**src/rtl/rr_arb_mux.sv**
```systemverilog
// Round-robin arbiter that muxes N_IN valid/ready channels into one registered output stage.
// Supports grant locking so a channel can keep winning while it stays valid.
module rr_arb_mux #(
    parameter int unsigned WIDTH = 32,
    parameter int unsigned N_IN  = 4,
    localparam int unsigned SEL_W = (N_IN > 1) ? $clog2(N_IN) : 1
) (
    input  logic                    clk,
    input  logic                    rst,
    input  logic [N_IN-1:0]         in_valid,
    input  logic [N_IN*WIDTH-1:0]   in_data,
    output logic [N_IN-1:0]         in_ready,
    input  logic                    lock,
    output logic                    out_valid,
    output logic [WIDTH-1:0]        out_data,
    output logic [SEL_W-1:0]        out_sel,
    input  logic                    out_ready
);

    localparam logic [SEL_W:0]   N_LIM   = (SEL_W + 1)'(N_IN);
    localparam logic [SEL_W-1:0] LAST_CH = SEL_W'(N_IN - 1);

    logic [SEL_W-1:0]  r_ptr;
    logic              r_out_valid;
    logic [WIDTH-1:0]  r_out_data;
    logic [SEL_W-1:0]  r_out_sel;

    logic [2*N_IN-1:0] w_dbl;
    logic [N_IN-1:0]   w_rot;
    logic [SEL_W-1:0]  w_off;
    logic [SEL_W:0]    w_sum;
    logic [SEL_W-1:0]  w_winner;
    logic [WIDTH-1:0]  w_win_data;
    logic              w_any;
    logic              w_load;
    logic [N_IN-1:0]   w_ready;
    logic [SEL_W-1:0]  w_ptr_next;

    // Rotate requests so bit 0 is the channel at the pointer; first set bit is the offset.
    always_comb begin
        w_dbl = {in_valid, in_valid};
        w_rot = N_IN'(w_dbl >> r_ptr);
        w_off = '0;
        for (int k = int'(N_IN) - 1; k >= 0; k--) begin
            if (w_rot[k]) begin
                w_off = SEL_W'(k);
            end
        end
        w_sum = (SEL_W + 1)'(r_ptr) + (SEL_W + 1)'(w_off);
        if (w_sum >= N_LIM) begin
            w_sum = w_sum - N_LIM;
        end
        w_winner = w_sum[SEL_W-1:0];
    end

    assign w_any  = |in_valid;
    assign w_load = !rst && (!r_out_valid || out_ready) && w_any;

    always_comb begin
        w_win_data = '0;
        w_ready    = '0;
        for (int i = 0; i < int'(N_IN); i++) begin
            if (w_winner == SEL_W'(i)) begin
                w_win_data = in_data[i*WIDTH +: WIDTH];
                w_ready[i] = w_load;
            end
        end
    end

    always_comb begin
        w_ptr_next = r_ptr;
        if (w_load) begin
            if (lock) begin
                w_ptr_next = w_winner;
            end else if (w_winner == LAST_CH) begin
                w_ptr_next = '0;
            end else begin
                w_ptr_next = w_winner + SEL_W'(1);
            end
        end
    end

    always_ff @(posedge clk) begin
        if (rst) begin
            r_ptr       <= '0;
            r_out_valid <= 1'b0;
            r_out_data  <= '0;
            r_out_sel   <= '0;
        end else begin
            r_ptr <= w_ptr_next;
            if (w_load) begin
                r_out_valid <= 1'b1;
                r_out_data  <= w_win_data;
                r_out_sel   <= w_winner;
            end else if (out_ready) begin
                // Drain: data and index keep their last values.
                r_out_valid <= 1'b0;
            end
        end
    end

    assign in_ready  = w_ready;
    assign out_valid = r_out_valid;
    assign out_data  = r_out_data;
    assign out_sel   = r_out_sel;

endmodule

```
**config.mk**
```make
export PLATFORM = sky130hd
export DESIGN_NAME = rr_arb_mux
export DESIGN_NICKNAME = d
export VERILOG_FILES = /design/src/rtl/rr_arb_mux.sv
export SDC_FILE = /design/constraint.sdc
export NUM_CORES = 1
export LEC_CHECK = 0
export ABC_AREA = 1
export BUFFER_PORTS_ARGS = -buffer_cell sky130_fd_sc_hd__buf_2
export CORE_ASPECT_RATIO = 1.4
export CORE_MARGIN = 2
export CORE_UTILIZATION = 38
export CTS_BUF_LIST = sky130_fd_sc_hd__clkbuf_8 sky130_fd_sc_hd__clkbuf_16
export DETAILED_ROUTE_END_ITERATION = 16
export MAX_ROUTING_LAYER = met4
export PLACE_DENSITY = 0.78
export SYNTH_ARGS = -nofsm -noshare
export SYNTH_HDL_FRONTEND = slang
export SYNTH_SLANG_ARGS = --single-unit
```
**constraint.sdc**
```tcl
create_clock -name clk -period 2.4 [get_ports clk]
set_clock_uncertainty 0.15 [all_clocks]
set_input_delay 0.24 -clock clk [delete_from_list [all_inputs] [get_ports clk]]
set_output_delay 0.24 -clock clk [all_outputs]
set_load 0.03 [all_outputs]
```
Yosys cells after proc, flatten, opt, wreduce, memory -nomap -nowiden. Index checks and enable logic that the tools add are counted.

Register bits after elaboration: 37. Input port bits: 136. Word-level logic and storage cells: 37.

Add/sub/neg operators: 3. Magnitude comparators: 1. Equal/unequal tests: 3. Shift-type cells: 1. Mux-type cells: 17. Reductions and logical operators: 8.

Operators by type and width (count): two-way mux 32 bit (4); two-way mux 2 bit (7); right shift 8 x 2 -> 4 bit (1); two-way mux 1 bit (6); == test 2 bit (second input constant) (2); OR reduction 4 bit (1); adder 2 x 2 -> 3 bit (1); greater-or-equal comparator 3 bit (second input constant) (1); adder 2 x 1 -> 2 bit (second input constant) (1); == test 2 x 1 -> 1 bit (second input constant) (1); logical AND 1 bit (2); zero test 1 bit (2); zero test 2 bit (1); nonzero test 2 bit (1); subtractor 2 x 1 -> 2 bit (second input constant) (1); logical OR 1 bit (1).

Logic depth before layout (Yosys ltp). Gate-level depths: netlist (run 1).

Word-level depth: 13. Depth in mapped cells: 22. Depth with buffers taken out: 20.

Worst setup path before layout (run 1). No wires, ideal clock.

Kind: reg2out. Start point: register r_ptr[0]. End point: output in_ready[3]. Arrival time: 2.309 ns. Path slack: -0.299 ns. Stages on the path, launching flop included: 15. Path buffers: 1. Path through: dfxtp_1 > inv_2 > nand2_1 > nand3_1 > nand2_1 > nand3_1 > a21boi_0 > ha_1 > xor2_1 > nand2_1 > nand2_2 > ha_1 > inv_2 > clkbuf_1 > nor2_1.

Word-level cells in the longest chain between the ends: 10. Elaborated cells on any way between the ends: 11.

Ends and longest elaborated chain: from (decl) (RTL line 23) `logic [SEL_W-1:0] r_ptr;`; from (signal assigned) (RTL line 90) `r_ptr <= w_ptr_next;`; right shift 8 x 2 -> 4 bit (RTL line 42) `w_rot = N_IN'(w_dbl >> r_ptr);`; two-way mux 2 bit (4 in series) (RTL line 45) `if (w_rot[k]) begin`; adder 2 x 2 -> 3 bit (*) (RTL line 49) `w_sum = (SEL_W + 1)'(r_ptr) + (SEL_W + 1)'(w_off);`; greater-or-equal comparator 3 bit or subtractor 2 x 1 -> 2 bit (tied branches) (RTL line 50, 51); two-way mux 2 bit (*) (RTL line 50) `if (w_sum >= N_LIM) begin`; net w_sum[1] (RTL line 31) `logic [SEL_W:0] w_sum;`; == test 2 bit (*) (RTL line 63) `if (w_winner == SEL_W'(i)) begin`; two-way mux 1 bit (*) (RTL line 63); to (decl) (RTL line 12) `output logic [N_IN-1:0] in_ready,`.

The timed path passes the listed nets; every way through them passes the cells marked *.

Worst setup path after layout (run 1).
Start point: register r_ptr[0]. End point: output in_ready[1].

Word-level cells in the longest chain between the ends: 10. Elaborated cells on any way between the ends: 11.

Ends and longest elaborated chain (RTL line): right shift 8 x 2 -> 4 bit (42); two-way mux 2 bit (4 in series) (45); adder 2 x 2 -> 3 bit (*) (49); greater-or-equal comparator 3 bit or subtractor 2 x 1 -> 2 bit (tied branches) (50, 51); two-way mux 2 bit (*) (50); net w_sum[1] (31); == test 2 x 1 -> 1 bit (*) (63); two-way mux 1 bit (*) (63).

Marked as above.

==> results of run 1 <==
-- worst paths after layout --
kind,from,to,slack (ns),cells after the start
hold / removal,lock,r_ptr[1],0.07,3
setup reg to reg,r_ptr[0],out_data[11],-0.35,19
hold reg to reg,out_data[28],out_data[28],0.32,2
setup / recovery,r_ptr[0],in_ready[1],-0.42,16
-- cell families after synthesis --
group           after synthesis  share of synthesized area [%]
buf+inv                      48                           8.87
fa+ha+maj                     5                           2.49
compound gates               81                           22.6
xor+xnor                      2                          0.698
flops                        37                           29.5
simple gates                193                           35.8
-- sequential cells by signal (all words and copies together) (netlist names) --
register,count
out_data,32
out_sel,2
out_valid,1
r_ptr,2
-- layout by cell type (no fill, tap or decap), drive strengths merged --
cell	synthesis	routed
xor2	2	2
nand2	85	85
a21oi	15	15
inv	16	17
nor2	8	8
ha	5	5
clkbuf	14	11
bufinv	0	1
or2	29	29
dfxtp	37	37
buf	18	206
o211ai	32	32
nand3	71	71
a21boi	1	1
a22oi	29	29
o21ai	4	4
-- power by group through the flow --
stage | clock network [mW] | logic, mW | registers, mW
after global placement | 0 | 5.07 | 0.993
final | 0.568 | 7.72 | 0.999
after global routing | 0.602 | 8.27 | 1.02
after detailed placement | 0 | 5.19 | 0.998
after CTS | 0.574 | 6.29 | 0.994
after floorplan | 0 | 3.37 | 1.37
-- per-stage QoR --
stage	total power, mW	area, um2
finish	9.29	4330
global route	9.89	4330
CTS	7.86	4010
detailed placement	6.19	3580
global placement	6.07	3580
floorplan	4.74	2560
-- metal layers --
layer / global-route usage (%) / routed length [um]
met5: - / 0
met4: 12.1 / 294
met3: 4.12 / 575
met2: 42.4 / 5350
met1: 30.5 / 3880
-- layout make-up --
type                    instances  area, um2  share of cell area (%)
inverters                      16       80.1                    1.85
well taps                      74       92.6                    2.14
flip-flops and latches         37        746                    17.2
multi-input cells             281       1850                    42.8
clock inverters                 2       33.8                   0.780
clock buffers                   6       82.6                    1.91
repair buffers                211       1440                    33.3
-- critical path, stage by stage (launching register included) --
cell and delay, ns:
dfxtp_4 0.38, inv_4 0.08, nand2_1 0.08, nand3_1 0.14
nand3_2 0.11, a21boi_2 0.16, ha_2 0.22, xor2_2 0.16
inv_1 0.07, nand3_2 0.08, nand2_4 0.08, inv_4 0.08
ha_4 0.15, inv_4 0.04, buf_6 0.11, nor2_4 0.07
buf_6 0.13
-- timing repair --
item                       4_1_cts  5_1_grt
setup endpoints to repair       36       37
setup buffers                    7        1
pin swaps                       10       19
gates resized for setup         49       38
gates cloned                     3        6
==> impl_metrics.tcl, run 1 <==
set metrics [dict create \
    grt_pass1_vias 3277 \
    die_x_um 72.7 \
    row_count 35 \
    worstSetupEndpointType "output pin" \
    yosysSeqAreaShare_pct 29.5 \
    seqPwrFrac_pct 10.8 \
    fp.dieH_um 100 \
    wire_per_inst_um 16.1 \
    track_usage_pct 25.8 \
    max_clock_freq_mhz 355 \
    status "finished, violations left" \
    clk_latency_ns 0.29 \
    peakVddDrop_mv 0.965 \
    setup_viol 36 \
    synth.net_count 507 \
    cts.path.max_buffers 2 \
    violations "negative setup slack" \
    ys_top_cells_by_count "nand2_1 (83), nand3_1 (71), dfxtp_1 (37)" \
    slew_violations 0 \
    synth_seq_cells 37 \
    syn2layout_area_growth_pct 72.6 \
    syn_area_mm2 0.00251 \
    layout.nets 693 \
    cp.required_ns 2.01 \
    startpoint_type "flip-flop" \
    synth_top_area_share_pct 29.5 \
    ctsHoldBuffers 0 \
    synth_area_per_cell_um2 6.86 \
    place_ws_ns -0.290 \
    wirelength_um 10100 \
    n_antenna_cell 0 \
    p_per_area_mw_per_mm2 2150 \
    ant_nets 0 \
    clkTransAtPathRegs_ns 0.07 \
    grt_overflow 0 \
    synth.most_common_cell "nand2_1" \
    tightest_slew_ns 0.400 \
    maxCapViolCount 0 \
    num_vias 3452 \
    cts-root-buf "clkbuf_8" \
    rsz0062_at_grt "true" \
    hold_viol_final 0 \
    p_leak_nw 2.09 \
    cts-buffers-inserted 5 \
    worstPathMaxFanout 6 \
    grt_first_pass_wirelength_um 14700 \
    antenna_found_initial 0 \
    netlist_top_cells_area "dfxtp_1 (30%), nand3_1 (14%), nand2_1 (12%)" \
    critPathArrivalTime_ns 2.43 \
    synth-edff-count 0 \
    ys.flop_type "dfxtp_1" \
    path_class "reg2out" \
    cts_tree "built" \
    fill_cells 554 \
    hold_path.class "in2reg" \
    fin_util_pct 66.8 \
    port_buffers 174 \
    viasPerCell 5.51 \
    hold_slack_ns 0.0722 \
    post-place-cells 602 \
    hpwl_um 6350 \
    syn_inst 366 \
    drive_gt1_share_pct 57.0 \
    initial_core_util_pct 38.7 \
    fin_ws_ns -0.416 \
    switching_power_mw 4.32 \
    cts_sinks 37 \
    combPwrFrac_pct 83.1 \
    coreArea_mm2 0.00648 \
    synth_warnings 0 \
    route.detailed.drc 0 \
    pin_count 175 \
    setup_tns_ns -11.41 \
    p_clk_share_pct 6.1 \
    finalCritPeriodShare_pct 117 \
    instances_no_fill 627 \
    ys_async_sr_fraction_pct 0 \
    grt_max_degree 38 \
    synth_cell_type_count 25 \
    relSlewSlack_pct 73.3 \
    fp.dieArea_mm2 0.00728 \
    synth_top_cell_by_area "dfxtp_1" \
    place_congestion 0.864 \
    htreeDepth 2 \
    p_int_mw 4.97 \
    drtIter0Drc 169 \
    first_pass_iters 5 \
    swShare_pct 46.5 \
    period_needed_ns 2.82 \
]
(Power assumes the default switching activity.)
==> run 2: changes to the inputs <==
- ABC_AREA: 1 -> not set
- CORE_UTILIZATION: 38 -> 40
- PLACE_DENSITY: 0.78 -> 0.79
- clock period: 2.4 -> 2.7 ns (I/O delays scaled with it)
==> impl_metrics.tcl, run 2 <==
set metrics [dict create \
    cts-root-buf "clkbuf_8" \
    wirelength_um 9940 \
    slew_violations 0 \
    path_class "reg2reg" \
    netlist_top_cells_area "dfxtp_1 (31%), a221oi_1 (11%), nor2b_1 (9.2%)" \
    synth.most_common_cell "dfxtp_1" \
    drtIter0Drc 129 \
    stdcell_area_mm2 0.00444 \
    antenna_found_initial 0 \
    hpwl_um 6700 \
    setup_tns_ns -5.57 \
    grt_pass1_vias 3041 \
    grt_overflow 0 \
    ctsHoldBuffers 0 \
    tightest_slew_ns 0.490 \
    grt_max_degree 29 \
    p_int_mw 3.81 \
    max_clock_freq_mhz 340 \
    syn_inst 322 \
    synth.net_count 463 \
    hold_viol_final 0 \
    hold_slack_ns 0.0386 \
    grt_first_pass_wirelength_um 14000 \
    seq_area_um2 744 \
    setup_viol 36 \
    r2r-start "r_ptr[0]" \
    p_leak_nw 1.99 \
    fp.dieArea_mm2 0.00662 \
    critPathSlowestCell "or4_4" \
    yosysSeqAreaShare_pct 31.0 \
    cts.path.max_buffers 2 \
    synth-edff-count 0 \
    maxCapViolCount 0 \
    largest_register_ffs 32 \
    viasPerCell 5.53 \
    port_buffers 174 \
    combPwrFrac_pct 80.6 \
    switching_power_mw 3.13 \
    clkTransAtPathRegs_ns 0.08 \
    cts_sinks 37 \
    layout_commonest_cell "buf_2" \
    cp.required_ns 2.73 \
    coreArea_mm2 0.00582 \
    place_congestion 0.873 \
    final_cell_mix "buf_2 (170), dfxtp_1 (36), nand3_1 (35), nor2b_1 (34), a21oi_1 (34)" \
    syn_area_mm2 0.00239 \
    finalCritPeriodShare_pct 109 \
    cts_tree "built" \
    cp_cell_sequence "or4_4 > o2111ai_4 > ha_4 > xnor2_4 > xnor2_4 > buf_6 > ha_4 > nor2b_4 > buf_4 > clkbuf_16 > a221oi_2 > nor3_1 > a21oi_1 > o21ai_1" \
    cts-buffers-inserted 5 \
    status "finished, violations left" \
    synth_cell_type_count 33 \
    p_per_area_mw_per_mm2 1560 \
    worstPathMaxFanout 8 \
    fin_ws_ns -0.245 \
    synth_area_per_cell_um2 7.43 \
    critPathArrivalTime_ns 2.97 \
    fill_cells 427 \
    critical_path.top_delay_family "simple AND/OR/NAND/NOR gates" \
    synth_top_area_share_pct 31.0 \
    num_vias 3253 \
    seqPwrFrac_pct 12.2 \
    initial_core_util_pct 41.1 \
    route.detailed.drc 0 \
    syn2layout_area_growth_pct 85.6 \
    violations "negative setup slack" \
    pin_count 175 \
    clk_latency_ns 0.29 \
    fin_util_pct 76.3 \
    relSlewSlack_pct 67.3 \
    path_buf_inv 3 \
    rsz0062_at_grt "true" \
    startpoint_type "flip-flop" \
    placed_area_mm2 0.00377 \
    ys_top_cells_by_count "dfxtp_1 (37), a21oi_1 (36), o21ai_0 (36)" \
    ys.flop_type "dfxtp_1" \
    worstSetupEndpointType "flip-flop" \
    hold_path.startpoint "rst" \
    htreeDepth 2 \
    synth_top_cell_by_area "dfxtp_1" \
    layout.nets 658 \
    instances_no_fill 588 \
    peakVddDrop_mv 0.871 \
    post-place-cells 563 \
    place_ws_ns -0.258 \
    synth_seq_cells 37 \
    first_pass_iters 5 \
    multi_input_comb_area_mm2 0.00201 \
    row_count 33 \
    fp.dieH_um 95.5 \
    wire_per_inst_um 16.9 \
    drive_gt1_share_pct 56.6 \
    track_usage_pct 26.9 \
    critical_path.max_stage_delay_ns 0.43 \
    swShare_pct 45.1 \
    synth_warnings 0 \
    critPathLaunch "r_ptr[0]" \
    p_clk_share_pct 7.1 \
    hold_path.class "in2reg" \
    ant_nets 0 \
    n_antenna_cell 0 \
    ys_async_sr_fraction_pct 0 \
    total_power_mw 6.95 \
    period_needed_ns 2.95 \
    die_x_um 69.4 \
]
## run 2: cell types whose count changed after synthesis, moves of 22 or more
cell / before / now
a21oi_1: 14 / 36
nor3_1: 0 / 33
a221oi_1: 0 / 31
o211ai_1: 32 / 1
a22oi_1: 29 / 0
nand2_1: 83 / 3
o21ai_0: 1 / 36
nand3_1: 71 / 35
or2_2: 27 / 0
nor2b_1: 0 / 35
## run 2: final timing paths
| check | to | slack (ns) | cells after the start |
|---|---|---|---|
| max | out_data[14] | -0.25 | 14 |
| min | out_valid | 0.04 | 2 |
| max reg2reg | out_data[14] | -0.25 | 14 |
| min reg2reg | out_data[1] | 0.31 | 2 |
## run 2: power groups by stage
stage	logic [mW]	registers, mW	clock network [mW]
after floorplan	2.75	1.18	0
after global placement	3.99	0.844	0
after detailed placement	4.12	0.852	0
after CTS	4.67	0.843	0.500
after global routing	5.97	0.872	0.528
final	5.60	0.850	0.497
## run 2: worst reg2reg max path: cells and delay by family (launching register included)
| kind | cells | cell delay (ns) |
|---|---|---|
| simple gates | 3 | 0.64 |
| compound gates | 4 | 0.59 |
| buf+inv | 3 | 0.46 |
| flops | 1 | 0.37 |
| fa+ha+maj | 2 | 0.34 |
| xor+xnor | 2 | 0.28 |
## run 2: per-layer routing
metal	vias up	track usage [%]	part of all wire (%)
li1	1589	-	-
met1	1514	29.6	39
met2	125	49.8	55
met3	25	3.38	3.9
met4	0	9.80	2.3
met5	-	-	0
## run 2: cell families (layout without fill, tap and decap cells)
group	count (synthesis)	after routing	share of synthesized area [%]
AOI/OAI and AO/OA	109	109	28.5
muxes	1	1	0.471
adders and majority gates	5	5	2.62
DFF	37	37	31.0
buffers and inverters	39	235	7.06
and+or+nand+nor	128	128	29.3
xor gates and xnor gates	3	3	1.10
## run 2: cell type report
cell class,count,share of cell area (%)
well taps,70,1.97
inverters,4,0.338
clock inverters,2,0.761
flip-flops and latches,37,16.8
clock buffers,6,1.86
repair buffers,223,33.0
multi-input cells,246,45.3
## run 2: repair_timing
| item | 4_1_cts | 5_1_grt |
|---|---|---|
| pin swaps | 5 | 12 |
| buffers inserted | 8 | 6 |
| gates resized for setup | 61 | 26 |
| cloned | 1 | 2 |
| setup endpoints to repair | 36 | 36 |
==> run 3: changes to the inputs <==
- CORE_ASPECT_RATIO: 1.4 -> not set
==> impl_metrics.tcl, run 3 (synthesized netlist as in run 2, its figures left out) <==
set metrics [dict create \
    fp.dieArea_mm2 0.00662 \
    viasPerCell 5.49 \
    die_x_um 81.3 \
    fp.dieH_um 81.3 \
    layout.nets 646 \
    hpwl_um 6520 \
    clkTransAtPathRegs_ns 0.07 \
    pin_count 175 \
    syn2layout_area_growth_pct 74.7 \
    cts_sinks 37 \
    num_vias 3184 \
    largest_register_ffs 32 \
    cts.path.max_buffers 2 \
    setup_tns_ns -0.218 \
    ant_nets 0 \
    wirelength_um 8950 \
    period_needed_ns 2.78 \
    worstSetupEndpointType "output pin" \
    maxCapViolCount 0 \
    peakVddDrop_mv 0.945 \
    place_congestion 0.805 \
    grt_first_pass_wirelength_um 13100 \
    finalCritPeriodShare_pct 103 \
    hold_path.class "in2reg" \
    drtIter0Drc 136 \
    hold_viol_final 0 \
    rsz0062_at_grt "true" \
    cts-buffers-inserted 5 \
    coreArea_mm2 0.00585 \
    layout_commonest_cell "buf_2" \
    p_per_area_mw_per_mm2 1480 \
    setup_viol 12 \
    slew_violations 0 \
    path_class "reg2out" \
    max_clock_freq_mhz 359 \
    fin_ws_ns -0.0821 \
    clk_latency_ns 0.28 \
    initial_core_util_pct 40.9 \
    ctsHoldBuffers 0 \
    track_usage_pct 25.8 \
    route.detailed.drc 0 \
    cts_tree "built" \
    final_cell_mix "buf_2 (170), dfxtp_1 (36), nand3_1 (35), nor2b_1 (34), a21oi_1 (32)" \
    worstPathMaxFanout 8 \
    row_count 28 \
    startpoint_type "flip-flop" \
    relSlewSlack_pct 40.3 \
    grt_max_degree 35 \
    antenna_found_initial 0 \
    port_buffers 174 \
    tightest_slew_ns 0.889 \
    grt_overflow 0 \
    p_leak_nw 1.87 \
    status "finished, violations left" \
    wire_per_inst_um 15.4 \
    grt_pass1_vias 3003 \
    n_antenna_cell 0 \
    cp.required_ns 2.28 \
    place_ws_ns -0.342 \
    first_pass_iters 4 \
    htreeDepth 2 \
    drive_gt1_share_pct 56.2 \
    violations "negative setup slack" \
    cts-root-buf "clkbuf_8" \
    fill_cells 469 \
    critPathArrivalTime_ns 2.36 \
]
## run 3: changes by cell type in the layout (fill, tap and decap cells not counted), sizes merged
cell,before,now
clkbuf,8,7
buf,220,210
bufbuf,1,0
bufinv,1,0
## run 3: cell type report
type	instances	area [um2]	area share, %
Tap cell	75	93.8	2.25
Clock buffer	6	82.6	1.98
Sequential cell	37	744	17.8
Inverter	4	15.0	0.359
Timing Repair Buffer	211	1290	30.8
Multi-Input combinational cell	246	1950	46.7
Clock inverter	1	3.75	0.0898
## run 3: report_power, final
group          switching, mW  leakage, nW  internal (mW)
logic                   2.60         1.51           2.34
clock network          0.191       0.0485          0.199
registers              0.103        0.307          0.747
total                   2.89         1.87           3.29
## run 3: final timing paths
| kind | slack [ns] | to | depth (start not counted) | startpoint |
|---|---|---|---|---|
| max | -0.08 | in_ready[3] | 10 | r_ptr[0] |
| max reg2reg | -0.04 | out_data[1] | 13 | r_ptr[0] |
| min | 0.04 | out_valid | 2 | rst |
| min reg2reg | 0.31 | out_data[31] | 2 | out_data[31] |
## run 3: what timing repair did
action / in CTS / in global routing
gates cloned: 0 / 1
pin swaps: 6 / 3
setup endpoints to repair: 33 / 36
buffers inserted: 5 / 2
resized for setup: 58 / 32
## run 3: critical path: stages (launching register included)
cell,delay [ns]
dfxtp_4,0.37
or4_4,0.41
o2111ai_2,0.10
ha_4,0.19
xnor2_4,0.09
xnor2_4,0.24
inv_2,0.10
buf_6,0.13
ha_4,0.17
and2_4,0.14
buf_6,0.13
## run 3: routing by layer
layer / wire length (um) / share of wire (%) / vias to the layer above / GRT usage [%]
li1: - / - / 1567 / -
met1: 3430 / 38 / 1447 / 27.8
met2: 4740 / 53 / 155 / 47.5
met3: 623 / 7.0 / 15 / 4.78
met4: 163 / 1.8 / 0 / 7.97
met5: 0 / 0 / - / -
## run 3: metrics by stage
stage | instances | area (um2) | power (mW) | hold WS (ns) | utilization (%)
global route | 580 | 4180 | 6.65 | 0.0499 | 71.4
finish | 580 | 4180 | 6.18 | 0.0364 | 71.4
global placement | 565 | 3690 | 4.66 | 0.299 | 63.0
CTS | 577 | 3970 | 5.69 | 0.0304 | 67.9
floorplan | 322 | 2740 | 3.93 | 0.192 | -
detailed placement | 565 | 3690 | 4.79 | 0.308 | 63.0
